`src/rtl/alu_flag_stage.sv`:
```
`default_nettype none
// ============================================================================
// Module   : alu_flag_stage
// Purpose  : Single-entry output stage behind an ARM-style ALU. Evaluates the
//            condition field against the committed NZCV flags, registers the
//            ALU result, commits new flags for passing S-bit ops and counts
//            ops skipped by a failed condition (saturating).
// Revision : 1.0 - initial release
// ============================================================================
module alu_flag_stage (
  input  logic        clk,
  input  logic        rst_n,
  input  logic        in_valid,
  output logic        in_ready,
  input  logic [0:31] alu_o,
  input  logic        alu_n,
  input  logic        alu_z,
  input  logic        alu_v,
  input  logic        alu_cout,
  input  logic        s_bit,
  input  logic [0:3]  cond,
  input  logic        flush,
  input  logic        out_ready,
  output logic        out_valid,
  output logic [0:31] out_result,
  output logic        out_exec,
  output logic        flag_n,
  output logic        flag_z,
  output logic        flag_c,
  output logic        flag_v,
  output logic        alu_cin,
  output logic [0:15] skip_cnt
);

  localparam logic [0:15] C_SKIP_MAX = 16'hFFFF;

  logic        r_valid;
  logic [0:31] r_result;
  logic        r_exec;
  logic        r_n;
  logic        r_z;
  logic        r_c;
  logic        r_v;
  logic [0:15] r_skip;

  logic        w_pass;
  logic        w_accept;

  // Stage accepts whenever it is empty or its held op leaves this cycle.
  assign in_ready = !r_valid || out_ready;
  assign w_accept = in_valid && in_ready && !flush;

  // Condition check always uses the committed flags, never the incoming ones.
  always_comb begin
    w_pass = 1'b0;
    case (cond)
      4'b0000: w_pass = r_z;
      4'b0001: w_pass = !r_z;
      4'b0010: w_pass = r_c;
      4'b0011: w_pass = !r_c;
      4'b0100: w_pass = r_n;
      4'b0101: w_pass = !r_n;
      4'b0110: w_pass = r_v;
      4'b0111: w_pass = !r_v;
      4'b1000: w_pass = r_c && !r_z;
      4'b1001: w_pass = !r_c || r_z;
      4'b1010: w_pass = (r_n == r_v);
      4'b1011: w_pass = (r_n != r_v);
      4'b1100: w_pass = !r_z && (r_n == r_v);
      4'b1101: w_pass = r_z || (r_n != r_v);
      4'b1110: w_pass = 1'b1;
      default: w_pass = 1'b0;
    endcase
  end

  // Holding register, flag register and skip counter; flush wins over accept.
  always_ff @(posedge clk or negedge rst_n) begin
    if (!rst_n) begin
      r_valid  <= 1'b0;
      r_result <= 32'h0;
      r_exec   <= 1'b0;
      r_n      <= 1'b0;
      r_z      <= 1'b0;
      r_c      <= 1'b0;
      r_v      <= 1'b0;
      r_skip   <= 16'h0;
    end else if (flush) begin
      r_valid <= 1'b0;
    end else if (w_accept) begin
      r_valid  <= 1'b1;
      r_result <= alu_o;
      r_exec   <= w_pass;
      if (w_pass && s_bit) begin
        r_n <= alu_n;
        r_z <= alu_z;
        r_c <= alu_cout;
        r_v <= alu_v;
      end
      if (!w_pass && (r_skip != C_SKIP_MAX)) begin
        r_skip <= r_skip + 16'd1;
      end
    end else if (out_ready) begin
      r_valid <= 1'b0;
    end
  end

  assign out_valid  = r_valid;
  assign out_result = r_result;
  assign out_exec   = r_exec;
  assign flag_n     = r_n;
  assign flag_z     = r_z;
  assign flag_c     = r_c;
  assign flag_v     = r_v;
  assign alu_cin    = r_c;
  assign skip_cnt   = r_skip;

endmodule
`default_nettype wire

```
`config.mk`:
```
export PLATFORM = sky130hd
export DESIGN_NAME = alu_flag_stage
export DESIGN_NICKNAME = d
export VERILOG_FILES = /design/src/rtl/alu_flag_stage.sv
export SDC_FILE = /design/constraint.sdc
export NUM_CORES = 1
export LEC_CHECK = 0
export ABC_AREA = 1
export CAP_MARGIN = 20
export CORE_UTILIZATION = 40
export DETAILED_ROUTE_END_ITERATION = 6
export GPL_ROUTABILITY_DRIVEN = 0
export PLACE_DENSITY = 0.76
export SLEW_MARGIN = 20
export SYNTH_ARGS = -nofsm -noshare
export SYNTH_HDL_FRONTEND = slang
export SYNTH_SLANG_ARGS = --single-unit
```
`constraint.sdc`:
```
create_clock -name clk -period 1.5 [get_ports clk]
set_input_delay 0.3 -clock clk [delete_from_list [all_inputs] [get_ports clk]]
set_output_delay 0.3 -clock clk [all_outputs]
set_load 0.01 [all_outputs]
```
==> impl_results.md <==
* CTS H-tree lvls at 2
* Iter 0 DRT Violations at 163
* Area occupied by multi-input gates at 1433 sq um
* Cell count after synthesis at 356
* Final global-route overflow total at 0
* Critical path required time at ~1.8 ns
* All-Layer GR Usage at 0.2377
* Post-route total power at around 5.0 mW
* Maximum operating frequency at between 600 and 700 MHz
* Final Slew Violations at 0
* Mean area per synthesized cell at 7.774 sq um
* Starting utilization of the core area at 0.4238
* Setup slack of the worst register-to-register path at -0.11 ns
* Post-layout nets at 552
* Synth Flop Type: sky130_fd_sc_hd__dfrtp_1
* Routed wire length at 7932 microns
* Pre-Repair DR Iteration Count at 4
* CP arrival at 1.87 ns
* Storage element area at ~1400 sq um
* Number of rows in the core area at 29
* Worst setup path category: flip-flop to flip-flop
* Setup repair after global routing missed its margin: true
* Width of the die at 85.18 microns
* Post-place setup slack at -0.6035 ns
* Nets in the synthesized netlist at between 400 and 500
* Per-cell routed wire length at 13.61 microns
* Wire length of the first global-routing pass at between 10000 and 15000 microns
* Final worst clock skew at 0.005098 ns
* Buffers from clock root to sink, at most at 2
* Endpoint of the worst-slack reg-to-reg timing path: skip_cnt[6]$_DFFE_PN0P_
* Result of the run: finished with violations
* Vias post-DR at 2875
* Max stage delay cell, worst path: sky130_fd_sc_hd__dfrtp_2
* Crit-path max cell delay at between 0.4 and 0.5 ns
* Destination of the critical timing path: skip_cnt[6]$_DFFE_PN0P_
* Number of warning messages in the yosys log at 0
* Cell area after synthesis at 2768 sq um
* Clock tree from TritonCTS: done
* Largest area contributor in the synthesized netlist: sky130_fd_sc_hd__dfrtp_1
* Areal power density over the cells at between 1000 and 1500 nW/um^2
* Period Utilization, post-route at 1.073
* Timing startpoint of the critical path: flag_z$_DFFE_PN0P_
* Post-synthesis sequential element count at 54
* Via density per instance at a little under 5
* Overall die height at 85.18 microns
* Length in cells of the worst reg-to-reg path at 9
* Tightest slew margin relative to the limit at 0.7256
* Post-synth top cells: 176 x sky130_fd_sc_hd__nand2_1, 54 x sky130_fd_sc_hd__dfrtp_1, 24 x sky130_fd_sc_hd__nand4_1, 23 x sky130_fd_sc_hd__nor2_1, 18 x sky130_fd_sc_hd__inv_1
* Core region area at 6531 sq um
* Vias in the first global route at 2966
* Clock insertion delay at the later pin of the skew report at 0.31 ns
* Proportion of layout cells with a drive suffix above 1 at 0.2391
* Largest delay contributor family on the critical path: simple AND/OR/NAND/NOR gates
* Buffering stage count on the worst path with inverters included at 2
* Worst Max-Slew Pin Slew at 0.4116 ns
* Kind of launch point of the worst setup path: flip-flop
* Total of fill cells in the finished design at approximately 560
* Fraction of post-synthesis cell area in the top cell type by area at 0.4882
* Leakage power summed over all cells at about 2.4 nW
* Fraction of registers with async set/reset at 1.000
* Final hold violations at 0
* Number of I/O pins at between 100 and 150
* Residual DRC at 0
* Final setup TNS at -1.615 ns
* Die outline area at 7256 sq um
* Placed wire-length estimate after detailed placement at 5375 microns
* Number of antenna violations at the first check in global routing at 0
* Largest net degree at the start of global routing at 35
* Part of the Yosys area used for sequential elements at 0.4882
* Element type at the critical path end: flip-flop
* Count of unique library cells instantiated by Yosys at 26
* Minimum period implied by the final worst setup slack at between 1.5 and 2 ns
* Largest cells by area after synthesis: sky130_fd_sc_hd__dfrtp_1 49%, sky130_fd_sc_hd__nand2_1 24%, sky130_fd_sc_hd__nand4_1 5.4%
* Peak supply drop at 0.5153 mV
* Number of input and output port buffers inserted at around 100
* Fin Hold WS at 0.4450 ns
* Setup slack of the critical path after layout at -0.1094 ns
* Type of the worst min-delay path: primary input to async pin
* CTS Root Cell: sky130_fd_sc_hd__clkbuf_8
* Beginning of the worst register-to-register path: flag_z$_DFFE_PN0P_
* Area growth from synthesis to layout at 62.30%
* Antenna viol nets, final at 0
* CP Max Fanout at 17
* Most instantiated library cell after synthesis: sky130_fd_sc_hd__nand2_1
* Clock transition at the register clock pins on the worst setup and hold paths after CTS at approximately 0.1 ns
* Count of clock tree sinks at 54
* Diode count at 0
* Critical-path cell list: buf_4, nand3_1, nand2_2, nor2_1, nand3_1, nor2_4, buf_12, nand4_1, nand2_2
* Number of enable flip-flop cells after synthesis at 0
* TritonCTS buffer count at 5
* Depth of the critical timing path with buffers and inverters included at 9
* Total of endpoints with negative setup slack in the final report at 20
* Max-cap violations at 0
* Violated checks: negative setup slack
-- flip-flops by register name (all words and copies together), names as in the netlist --
signal      count
out_result     32
skip_cnt       16
alu_cin         1
flag_n          1
flag_v          1
flag_z          1
out_exec        1
out_valid       1
-- worst min path at each step --
| stage | from | cells after the start | endpoint | slack [ns] |
|---|---|---|---|---|
| 2_1_floorplan | rst_n | 0 | alu_cin$_DFFE_PN0P_ | 0.004 |
| 3_3_place_gp | rst_n | 1 | out_result[7]$_DFFE_PN0P_ | 0.24 |
| 3_5_place_dp | rst_n | 1 | out_result[9]$_DFFE_PN0P_ | 0.25 |
| 4_1_cts | rst_n | 2 | out_result[9]$_DFFE_PN0P_ | 0.44 |
| 5_1_grt | rst_n | 2 | out_result[9]$_DFFE_PN0P_ | 0.46 |
| 6_report | rst_n | 2 | out_result[7]$_DFFE_PN0P_ | 0.45 |
-- metrics by stage --
step,instance area [sq um],utilization,cells
finish,4492,0.6877,583
global route,4492,0.6877,583
CTS,4363,0.6680,578
detailed placement,4101,0.6280,555
global placement,4101,0.6280,555
floorplan,2785,-,356
-- kinds of logic after synthesis --
group,share of synthesized area
AND/OR/NAND/NOR,0.4051
flip-flops,0.4882
buffers and inverters,0.05334
XOR/XNOR,0.03797
AO/OA/AOI/OAI,0.01085
adder cells (fa/ha/maj),0.004520
-- area by class of cell --
class,count,share of cell area
clock buffer,6,0.01616
clock inverter,2,0.008357
inverter,20,0.01671
multi-input combinational,270,0.3189
sequential,54,0.3028
tap,77,0.02145
timing repair buffer,154,0.3156
-- what timing repair did --
action / CTS / global route
gates resized for setup: 87 / 31
hold buffers: 1 / 0
hold endpoints to repair: 14 / 0
setup endpoints to repair: 77 / 45
pin swaps: 14 / 35
gates cloned: 1 / 0
setup buffers: 13 / 6
-- routing by layer --
metal,share of wire,vias to the layer above,global-route usage
li1,-,1425,-
met1,0.41,1339,0.2836
met2,0.50,100,0.4164
met3,0.070,11,0.06809
met4,0.015,0,0.07088
met5,0,-,0
-- placed cells by master, fill, tap and decap left out, types with 3 or more instances in the layout --
cell type                         instances
sky130_fd_sc_hd__nand2_1                155
sky130_fd_sc_hd__dlygate4sd2_1           54
sky130_fd_sc_hd__dfrtp_1                 47
sky130_fd_sc_hd__clkdlybuf4s50_1         40
sky130_fd_sc_hd__buf_4                   40
sky130_fd_sc_hd__nand4_1                 24
sky130_fd_sc_hd__nand2_2                 23
sky130_fd_sc_hd__nor2_1                  21
sky130_fd_sc_hd__inv_1                   14
sky130_fd_sc_hd__nand3_1                  9
sky130_fd_sc_hd__xnor2_1                  8
sky130_fd_sc_hd__dfrtp_2                  7
sky130_fd_sc_hd__buf_6                    7
sky130_fd_sc_hd__inv_2                    6
sky130_fd_sc_hd__nor2_2                   5
sky130_fd_sc_hd__clkbuf_8                 5
sky130_fd_sc_hd__buf_12                   5
sky130_fd_sc_hd__xor2_1                   4
sky130_fd_sc_hd__clkdlybuf4s15_1          4
sky130_fd_sc_hd__nand3_4                  3
sky130_fd_sc_hd__nor2_4                   3
sky130_fd_sc_hd__nand4_4                  3
-- power breakdown --
part	internal (mW)	switching (mW)	total [mW]
Combinational	1.05	1.05	2.10
Clock	0.498	0.481	0.980
Sequential	1.71	0.191	1.90
Power figures use the tool's default switching activity.
